File: config.mk
export PLATFORM = sky130hd
export DESIGN_NAME = tff_seq_ctrl
export DESIGN_NICKNAME = d
export VERILOG_FILES = /design/src/rtl/tff_seq_ctrl.sv
export SDC_FILE = /design/constraint.sdc
export NUM_CORES = 1
export LEC_CHECK = 0
export CELL_PAD_IN_SITES_DETAIL_PLACEMENT = 1
export CELL_PAD_IN_SITES_GLOBAL_PLACEMENT = 2
export CORE_MARGIN = 2
export CORE_UTILIZATION = 32
export CTS_CLUSTER_DIAMETER = 60
export DETAILED_ROUTE_END_ITERATION = 6
export PLACE_DENSITY_LB_ADDON = 0.1
export SLEW_MARGIN = 20
export SYNTH_ARGS = -nofsm -noshare
export SYNTH_HDL_FRONTEND = slang
export SYNTH_SLANG_ARGS = --single-unit
File: constraint.sdc
create_clock -name clk -period 3.4 [get_ports clk]
set_input_delay 0.68 -clock clk [delete_from_list [all_inputs] [get_ports clk]]
set_output_delay 0.68 -clock clk [all_outputs]
set_load 0.01 [all_outputs]
File: src/rtl/tff_seq_ctrl.sv
// Sequencing controller for a W-bit T-flip-flop bank: LOAD/TOGGLE/COUNT commands over valid/ready.
// Optional autoreload of the count start value is enabled by defining TFF_SEQ_CTRL_AUTORELOAD_EN.
module tff_seq_ctrl #(
   parameter int W = 4
) (
   input  logic         clk,
   input  logic         clrn,
   input  logic         cmd_valid,
   output logic         cmd_ready,
   input  logic [1:0]   cmd_op,
   input  logic [W-1:0] cmd_data,
   input  logic         pause,
   input  logic         stop,
   output logic [W-1:0] t,
   output logic [W-1:0] q,
   output logic         busy,
   output logic         done,
   output logic         wrap
);

   localparam logic [1:0] OP_LOAD   = 2'b00;
   localparam logic [1:0] OP_UP     = 2'b01;
   localparam logic [1:0] OP_DOWN   = 2'b10;
   localparam logic [1:0] OP_TOGGLE = 2'b11;

   typedef enum logic [1:0] {
      S_IDLE  = 2'd0,
      S_APPLY = 2'd1,
      S_RUN   = 2'd2
`ifdef TFF_SEQ_CTRL_AUTORELOAD_EN
      , S_RELOAD = 2'd3
`endif
   } state_t;

   state_t       r_state;
   state_t       w_nextState;
   logic [W-1:0] r_q;
   logic [1:0]   r_op;
   logic [W-1:0] r_data;
   logic         r_done;
   logic         w_done;
   logic         w_accept;
   logic [W-1:0] w_t;
   logic [W-1:0] w_qNext;

   // Bit i toggles when every lower bit is 1 (up) or 0 (down).
   function automatic logic [W-1:0] upMask(input logic [W-1:0] v);
      logic [W-1:0] m;
      logic         acc;
      m   = '0;
      acc = 1'b1;
      for (int i = 0; i < W; i++) begin
         m[i] = acc;
         acc  = acc & v[i];
      end
      return m;
   endfunction

   function automatic logic [W-1:0] downMask(input logic [W-1:0] v);
      logic [W-1:0] m;
      logic         acc;
      m   = '0;
      acc = 1'b1;
      for (int i = 0; i < W; i++) begin
         m[i] = acc;
         acc  = acc & ~v[i];
      end
      return m;
   endfunction

   assign w_accept = cmd_valid && (r_state == S_IDLE);

`ifdef TFF_SEQ_CTRL_AUTORELOAD_EN
   logic [W-1:0] r_start;
   logic         r_wrap;
   logic         w_wrap;

   always_ff @(posedge clk or negedge clrn) begin
      if (!clrn) begin
         r_start <= '0;
         r_wrap  <= 1'b0;
      end else begin
         r_wrap <= w_wrap;
         if (w_accept && (cmd_op == OP_UP || cmd_op == OP_DOWN)) begin
            r_start <= r_q;
         end
      end
   end

   assign wrap = r_wrap;
`else
   assign wrap = 1'b0;
`endif

   always_comb begin
      w_t = '0;
      case (r_state)
         S_APPLY: w_t = (r_op == OP_LOAD) ? (r_q ^ r_data) : r_data;
         S_RUN: begin
            if (!stop && !pause) begin
               w_t = (r_op == OP_DOWN) ? downMask(r_q) : upMask(r_q);
            end
         end
`ifdef TFF_SEQ_CTRL_AUTORELOAD_EN
         S_RELOAD: begin
            if (!stop) begin
               w_t = r_q ^ r_start;
            end
         end
`endif
         default: w_t = '0;
      endcase
   end

   assign w_qNext = r_q ^ w_t;

   // Limit compare uses the value the bank will hold after this edge.
   always_comb begin
      w_nextState = r_state;
      w_done      = 1'b0;
`ifdef TFF_SEQ_CTRL_AUTORELOAD_EN
      w_wrap      = 1'b0;
`endif
      case (r_state)
         S_IDLE: begin
            if (cmd_valid) begin
               w_nextState = (cmd_op == OP_LOAD || cmd_op == OP_TOGGLE) ? S_APPLY : S_RUN;
            end
         end
         S_APPLY: begin
            w_done      = 1'b1;
            w_nextState = S_IDLE;
         end
         S_RUN: begin
            if (stop) begin
               w_done      = 1'b1;
               w_nextState = S_IDLE;
            end else if (!pause && (w_qNext == r_data)) begin
`ifdef TFF_SEQ_CTRL_AUTORELOAD_EN
               w_wrap      = 1'b1;
               w_nextState = S_RELOAD;
`else
               w_done      = 1'b1;
               w_nextState = S_IDLE;
`endif
            end
         end
`ifdef TFF_SEQ_CTRL_AUTORELOAD_EN
         S_RELOAD: begin
            if (stop) begin
               w_done      = 1'b1;
               w_nextState = S_IDLE;
            end else begin
               w_nextState = S_RUN;
            end
         end
`endif
         default: w_nextState = S_IDLE;
      endcase
   end

   always_ff @(posedge clk or negedge clrn) begin
      if (!clrn) begin
         r_state <= S_IDLE;
         r_q     <= '0;
         r_op    <= OP_LOAD;
         r_data  <= '0;
         r_done  <= 1'b0;
      end else begin
         r_state <= w_nextState;
         r_q     <= w_qNext;
         r_done  <= w_done;
         if (w_accept) begin
            r_op   <= cmd_op;
            r_data <= cmd_data;
         end
      end
   end

   assign cmd_ready = (r_state == S_IDLE);
   assign busy      = (r_state != S_IDLE);
   assign t         = w_t;
   assign q         = r_q;
   assign done      = r_done;

endmodule

==> run summary <==
measured slew at the worst slew-check pin - 610 ps
IO Pins - 23
Distinct cells, synth - 42
Max-slew headroom - 0.592
commonest non-fill, non-tap cell in the layout - clkdlybuf4s50_1
Pwr Total - 0.00120 W
Yosys warning count - 0
final hold violation count - 0
Area growth syn-to-layout - 23.9%
clock edge transition at the registers on the reported setup and hold paths - 80 ps
data arrival at the endpoint of the critical path - 2500 ps
number of rows in the core area - 20
initial antenna violation count - 0
Vias per Instance - 5.15
cells taking the most area after synthesis - dfrtp_1 33%, mux2_2 6.9%, xnor2_1 5.3%
detailed-route DRC error count - 0
post-synthesis instance total - 97
Diodes inserted - 0
die extent in y - 59.5 microns
required arrival time at the worst endpoint - 2720 ps
largest net degree at the start of global routing - 14
Final Net Count - 131
part of the Yosys area used for sequential elements - 0.330
capturing element type of the critical path - primary output
core outline area - 2980 sq um
most used cells in the layout excluding fill and tap cells - 21 x clkdlybuf4s50_1, 13 x dfrtp_1
Post-synth EDFFs - 0
Crit Path Class - primary input to primary output
standby leakage power - 0.504 nW
maximum buffer depth of the clock tree - 2
final setup violating endpoints - 0
Final GP Congestion - 0.698
Num Clock Sinks - 13
path class of the lowest-slack min-delay path - flop to flop
PwrDens - 988 nW/um^2
CTS tree - yes
unrepaired setup endpoints after global routing - no
clock root buffer master - clkbuf_4
fraction of layout cells with a size suffix above 1 - 0.147
clock network latency to the later pin of the worst-skew pair - 270 ps
dpl hpwl - 1690 microns
maximum fanout along the worst path - 5
Total Negative Setup Slacks - 0 ps
result of the run - complete, no violations
Total Die Area - 3540 sq um
launch point of the worst hold path - r_state[0]
worst-case clock skew - 0.664 ps
worst supply voltage drop on vdd - 0.000374 V
initial DRC count - 7
hold-critical path endpoint - r_state[0]
share of the cycle needed by the critical path after routing - 0.935
post-synthesis instance area - 985 sq um
internal cell power - 0.000679 W
share of flip-flops with an asynchronous set or reset - 1.00
syn nets - 111
logic gate share of total power - 0.627
Reg2Reg Capture Point - r_state[0]
Main synth FF type - dfrtp_1
detailed-routing iteration count for the pre-antenna-repair pass - 3
setup fix buffers added after clock tree synthesis - 0
RR Startpoint - r_state[0]
gr ovfl total - 0
first-pass GRT wire length - 3610 microns
Post-Syn Area per Cell - 10.2 sq um
routed wire length - 2080 microns
biggest area consumer among synthesized cells - dfrtp_1
total clock buffers created by CTS - 3
total via count after detailed routing - 767
Starting Density - 0.331
reg2reg setup slack - 740 ps
via count of the first global-routing pass - 771
r2r worst-path depth - 10
maximum level of the CTS H-tree - 1
minimum period implied by the final worst setup slack - 3180 ps
maximum clock frequency - 315 MHz
ANT nets after route - 0
number of resized instances in the post-cts repair step - 0
number of synthesized register bits - 13
Avg WL per Cell - 13.9 microns
total global-route track usage - 0.139
category of the worst setup path launch point - primary input
fraction of power spent switching nets - 0.436
share of power burned in registers - 0.292
Chip Width - 59.5 microns
count of buffers inserted at the top-level ports - 21
cts hold-fix bufs - 0
clock network fraction of total power - 0.080
number of max-slew violations in the final report - 0
number of maximum-capacitance violations - 0
net switching component of the power - 0.000526 W
area fraction of the dominant cell type after synthesis - 0.330
hold depth - 2
==> cell families after synthesis <==
group / synth area share
xor gates and xnor gates: 0.146
AOI/OAI and AO/OA: 0.141
DFF: 0.330
adders and majority gates: 0.0381
muxes: 0.103
and+or+nand+nor: 0.175
buffers and inverters: 0.0623
other: 0.00381
==> how the worst max path moves through the flow <==
stage	from	endpoint	slack [ps]	depth (start not counted)
finish	stop	t[3]	220	7
CTS	stop	t[3]	190	7
global placement	stop	t[3]	220	7
detailed placement	stop	t[3]	190	7
global route	stop	t[3]	50	7
floorplan	stop	r_state[0]	900	8
==> per-layer routing <==
layer  up-vias  wire length (microns)  GRT usage
li1        375                      -          -
met1       376                    973      0.183
met2        12                   1020      0.223
met3         4                     55     0.0262
met4         0                     29     0.0584
met5         -                      0          0
==> synthesized netlist by cell type (3+ instances only) <==
cell type,count
a31oi_1,3
inv_1,5
nand2_1,6
a21oi_1,4
xnor2_1,6
dfrtp_1,13
nor2b_1,4
ha_1,3
xor2_1,6
mux2_2,6
nor2_1,4
nand2b_1,3
==> area by class of cell <==
cell class                      instances  area, sq um
Multi-Input combinational cell         73          598
Clock buffer                            4         26.3
Timing Repair Buffer                   21          210
Inverter                                5         18.8
Tap cell                               33         41.3
Fill cell                             357         1760
Sequential cell                        13          325
==> flip-flops by register name, indices dropped and copies added (netlist names) <==
| register | flops |
|---|---|
| r_state | 2 |
| q | 4 |
| done | 1 |
| r_data | 4 |
| r_op | 2 |
==> power groups by stage <==
stage	clock network, W	logic, W	registers [W]
after floorplan	0	0.000590	0.000313
after global placement	0	0.000762	0.000355
after detailed placement	0	0.000761	0.000358
after CTS	0.000102	0.000767	0.000355
after global routing	0.000110	0.000836	0.000373
final	0.0000965	0.000756	0.000352
==> critical path, cell delays in order <==
cell and delay [ps]:
clkdlybuf4s50_1 420, and2b_4 280, nand2b_1 100, nor2_2 200, a32oi_1 190, inv_1 90, clkdlybuf4s50_1 530
==> per-stage QoR <==
stage               utilization  instances  cell area (sq um)  hold WS [ps]  setup slack [ps]
global placement          0.401        145               1190           535               218
floorplan                     -         97                985           384               895
CTS                       0.410        149               1220           546               193
finish                    0.410        149               1220           541               223
global route              0.410        149               1220           601              49.9
detailed placement        0.401        145               1190           526               193
Note: power is estimated with default switching activity, not from simulation.
==> patch: new RTL, config.mk and constraints unchanged <==
`r_q` no longer has a reset.
--- a/src/rtl/tff_seq_ctrl.sv
+++ b/src/rtl/tff_seq_ctrl.sv
@@ -162,19 +162,21 @@
    always_ff @(posedge clk or negedge clrn) begin
       if (!clrn) begin
          r_state <= S_IDLE;
-         r_q     <= '0;
          r_op    <= OP_LOAD;
          r_data  <= '0;
          r_done  <= 1'b0;
       end else begin
          r_state <= w_nextState;
-         r_q     <= w_qNext;
          r_done  <= w_done;
          if (w_accept) begin
             r_op   <= cmd_op;
             r_data <= cmd_data;
          end
       end
+   end
+
+   always_ff @(posedge clk) begin
+      r_q <= w_qNext;
    end
 
    assign cmd_ready = (r_state == S_IDLE);
Function: changed (a bounded check fails within 4 cycles, from zero or initial values; the reset may be asserted at any time).
==> patch against the unedited design <==
The flow now finishes with violations (design-rule violations); final area down 1.7%; routed wire length about the same; setup slack worse by 0.019 ns; critical path depth unchanged; power about the same; synthesized area down 2.0%; fmax down 0.59%; core utilization up 1.8 points; sequential cell count unchanged; critical path type unchanged; highest routed layer unchanged.
==> patch: results (changes against the unedited design) <==
| Metric | Value |
|---|---|
| XOR/XNOR share of the synthesized area | 14.9% (was 14.6%) |
| Critical path data arrival time | 2.52 ns (was 2.50 ns) |
| Sw Share | 43.7% (was 43.6%) |
| Met1 WL | 922 um (was 973 um) |
| Maximum VDD drop | 0.504 mV (was 0.374 mV) |
| Pin count of the biggest net entering global routing | 13 (was 14) |
| WL/cell | 14.1 um (was 13.9 um) |
| Post-DP HPWL | 1680 um (was 1690 um) |
| Multiplexer share of the synthesized area | 10.5% (was 10.3%) |
| Pre-Repair DR Iteration Count | 6 (was 3) |
| Post-Synth Adder-Cell Area | 3.89% (was 3.81%) |
| WL met2 | 1050 um (was 1020 um) |
| Vias in the first global route | 762 (was 771) |
| H-tree level count | 1 (unchanged) |
| Fraction of area in registers | 25.5% (was 26.7%) |
| Failing checks | design-rule violations |
| Unique masters post-synth | 43 (was 42) |
| Buffer share of cell area | 17.5% (was 17.2%) |
| GRT Total Usage | 13.0% (was 13.9%) |
| M2 GR Usage | 23.5% (was 22.3%) |
| Share of layout cells above drive strength 1 | 15.5% (was 14.7%) |
| Asr flop ratio synth | 69.2% (was 100%) |
| Clk power | 0.103 mW (was 0.0965 mW) |
| Fin Clk Skew | 0.00342 ns (was 0.000664 ns) |
| WL met3 | 83 um (was 55 um) |
| Top area cells in the synthesized netlist | dfrtp_1, dfxtp_1, mux2_2 (was dfrtp_1, mux2_2, xnor2_1) |
| Met1 GRT Util | 15.1% (was 18.3%) |
| Via count | 788 (was 767) |
| Clock network area share | 2.30% (was 2.15%) |
| Clock buffer count | 3 (was 4) |
| Gpl congestion | 0.688 (was 0.698) |
| DRC violations left | 1 (was 0) |
| Sw power | 0.527 mW (was 0.526 mW) |
| Post-synthesis sequential area ratio | 31.6% (was 33.0%) |
| Global Route met3 Usage | 3.96% (was 2.62%) |
| Post-synthesis compound-gate area fraction | 14.4% (was 14.1%) |
| Fillers | 318 (was 357) |
| Status | finished, violations left (was completed) |
| Die area | 0.00347 sq mm (was 0.00354 sq mm) |
| Most instantiated cells after synthesis | dfrtp_1, mux2_2, nand2_1, xnor2_1, xor2_1 (unchanged) |
| Root buf cell | clkbuf_4 (unchanged) |
| Global-route wire length before repair | 3370 um (was 3610 um) |
| DRT iter0 DRCs | 13 (was 7) |
-- patch: worst paths after layout --
| check | slack, ns | to | depth (start not counted) | start |
|---|---|---|---|---|
| setup / recovery | 0.20 | t[3] | 7 | stop |
| hold / removal | 0.53 | q[3]$_DFF_P_ | 1 | q[3]$_DFF_P_ |
| setup reg to reg | 0.67 | r_state[0]$_DFFE_PN0P_ | 10 | r_state[0]$_DFFE_PN0P_ |
| hold reg to reg | 0.53 | q[3]$_DFF_P_ | 1 | q[3]$_DFF_P_ |
| max in group asynchronous | 2.40 | r_data[3]$_DFFE_PN0P_ | 1 | clrn |
| min in group asynchronous | 0.69 | done$_DFF_PN0_ | 1 | clrn |
-- patch: metrics by stage --
step                      cell area [sq um]  util [%]  worst slack (ns)  std cells
final                                  1200      42.7             0.204        147
after global routing                   1200      42.7            0.0637        147
after CTS                              1200      42.7             0.171        147
after detailed placement               1170      41.7             0.172        143
after global placement                 1170      41.7             0.213        143
after floorplan                         965         -             0.895         97
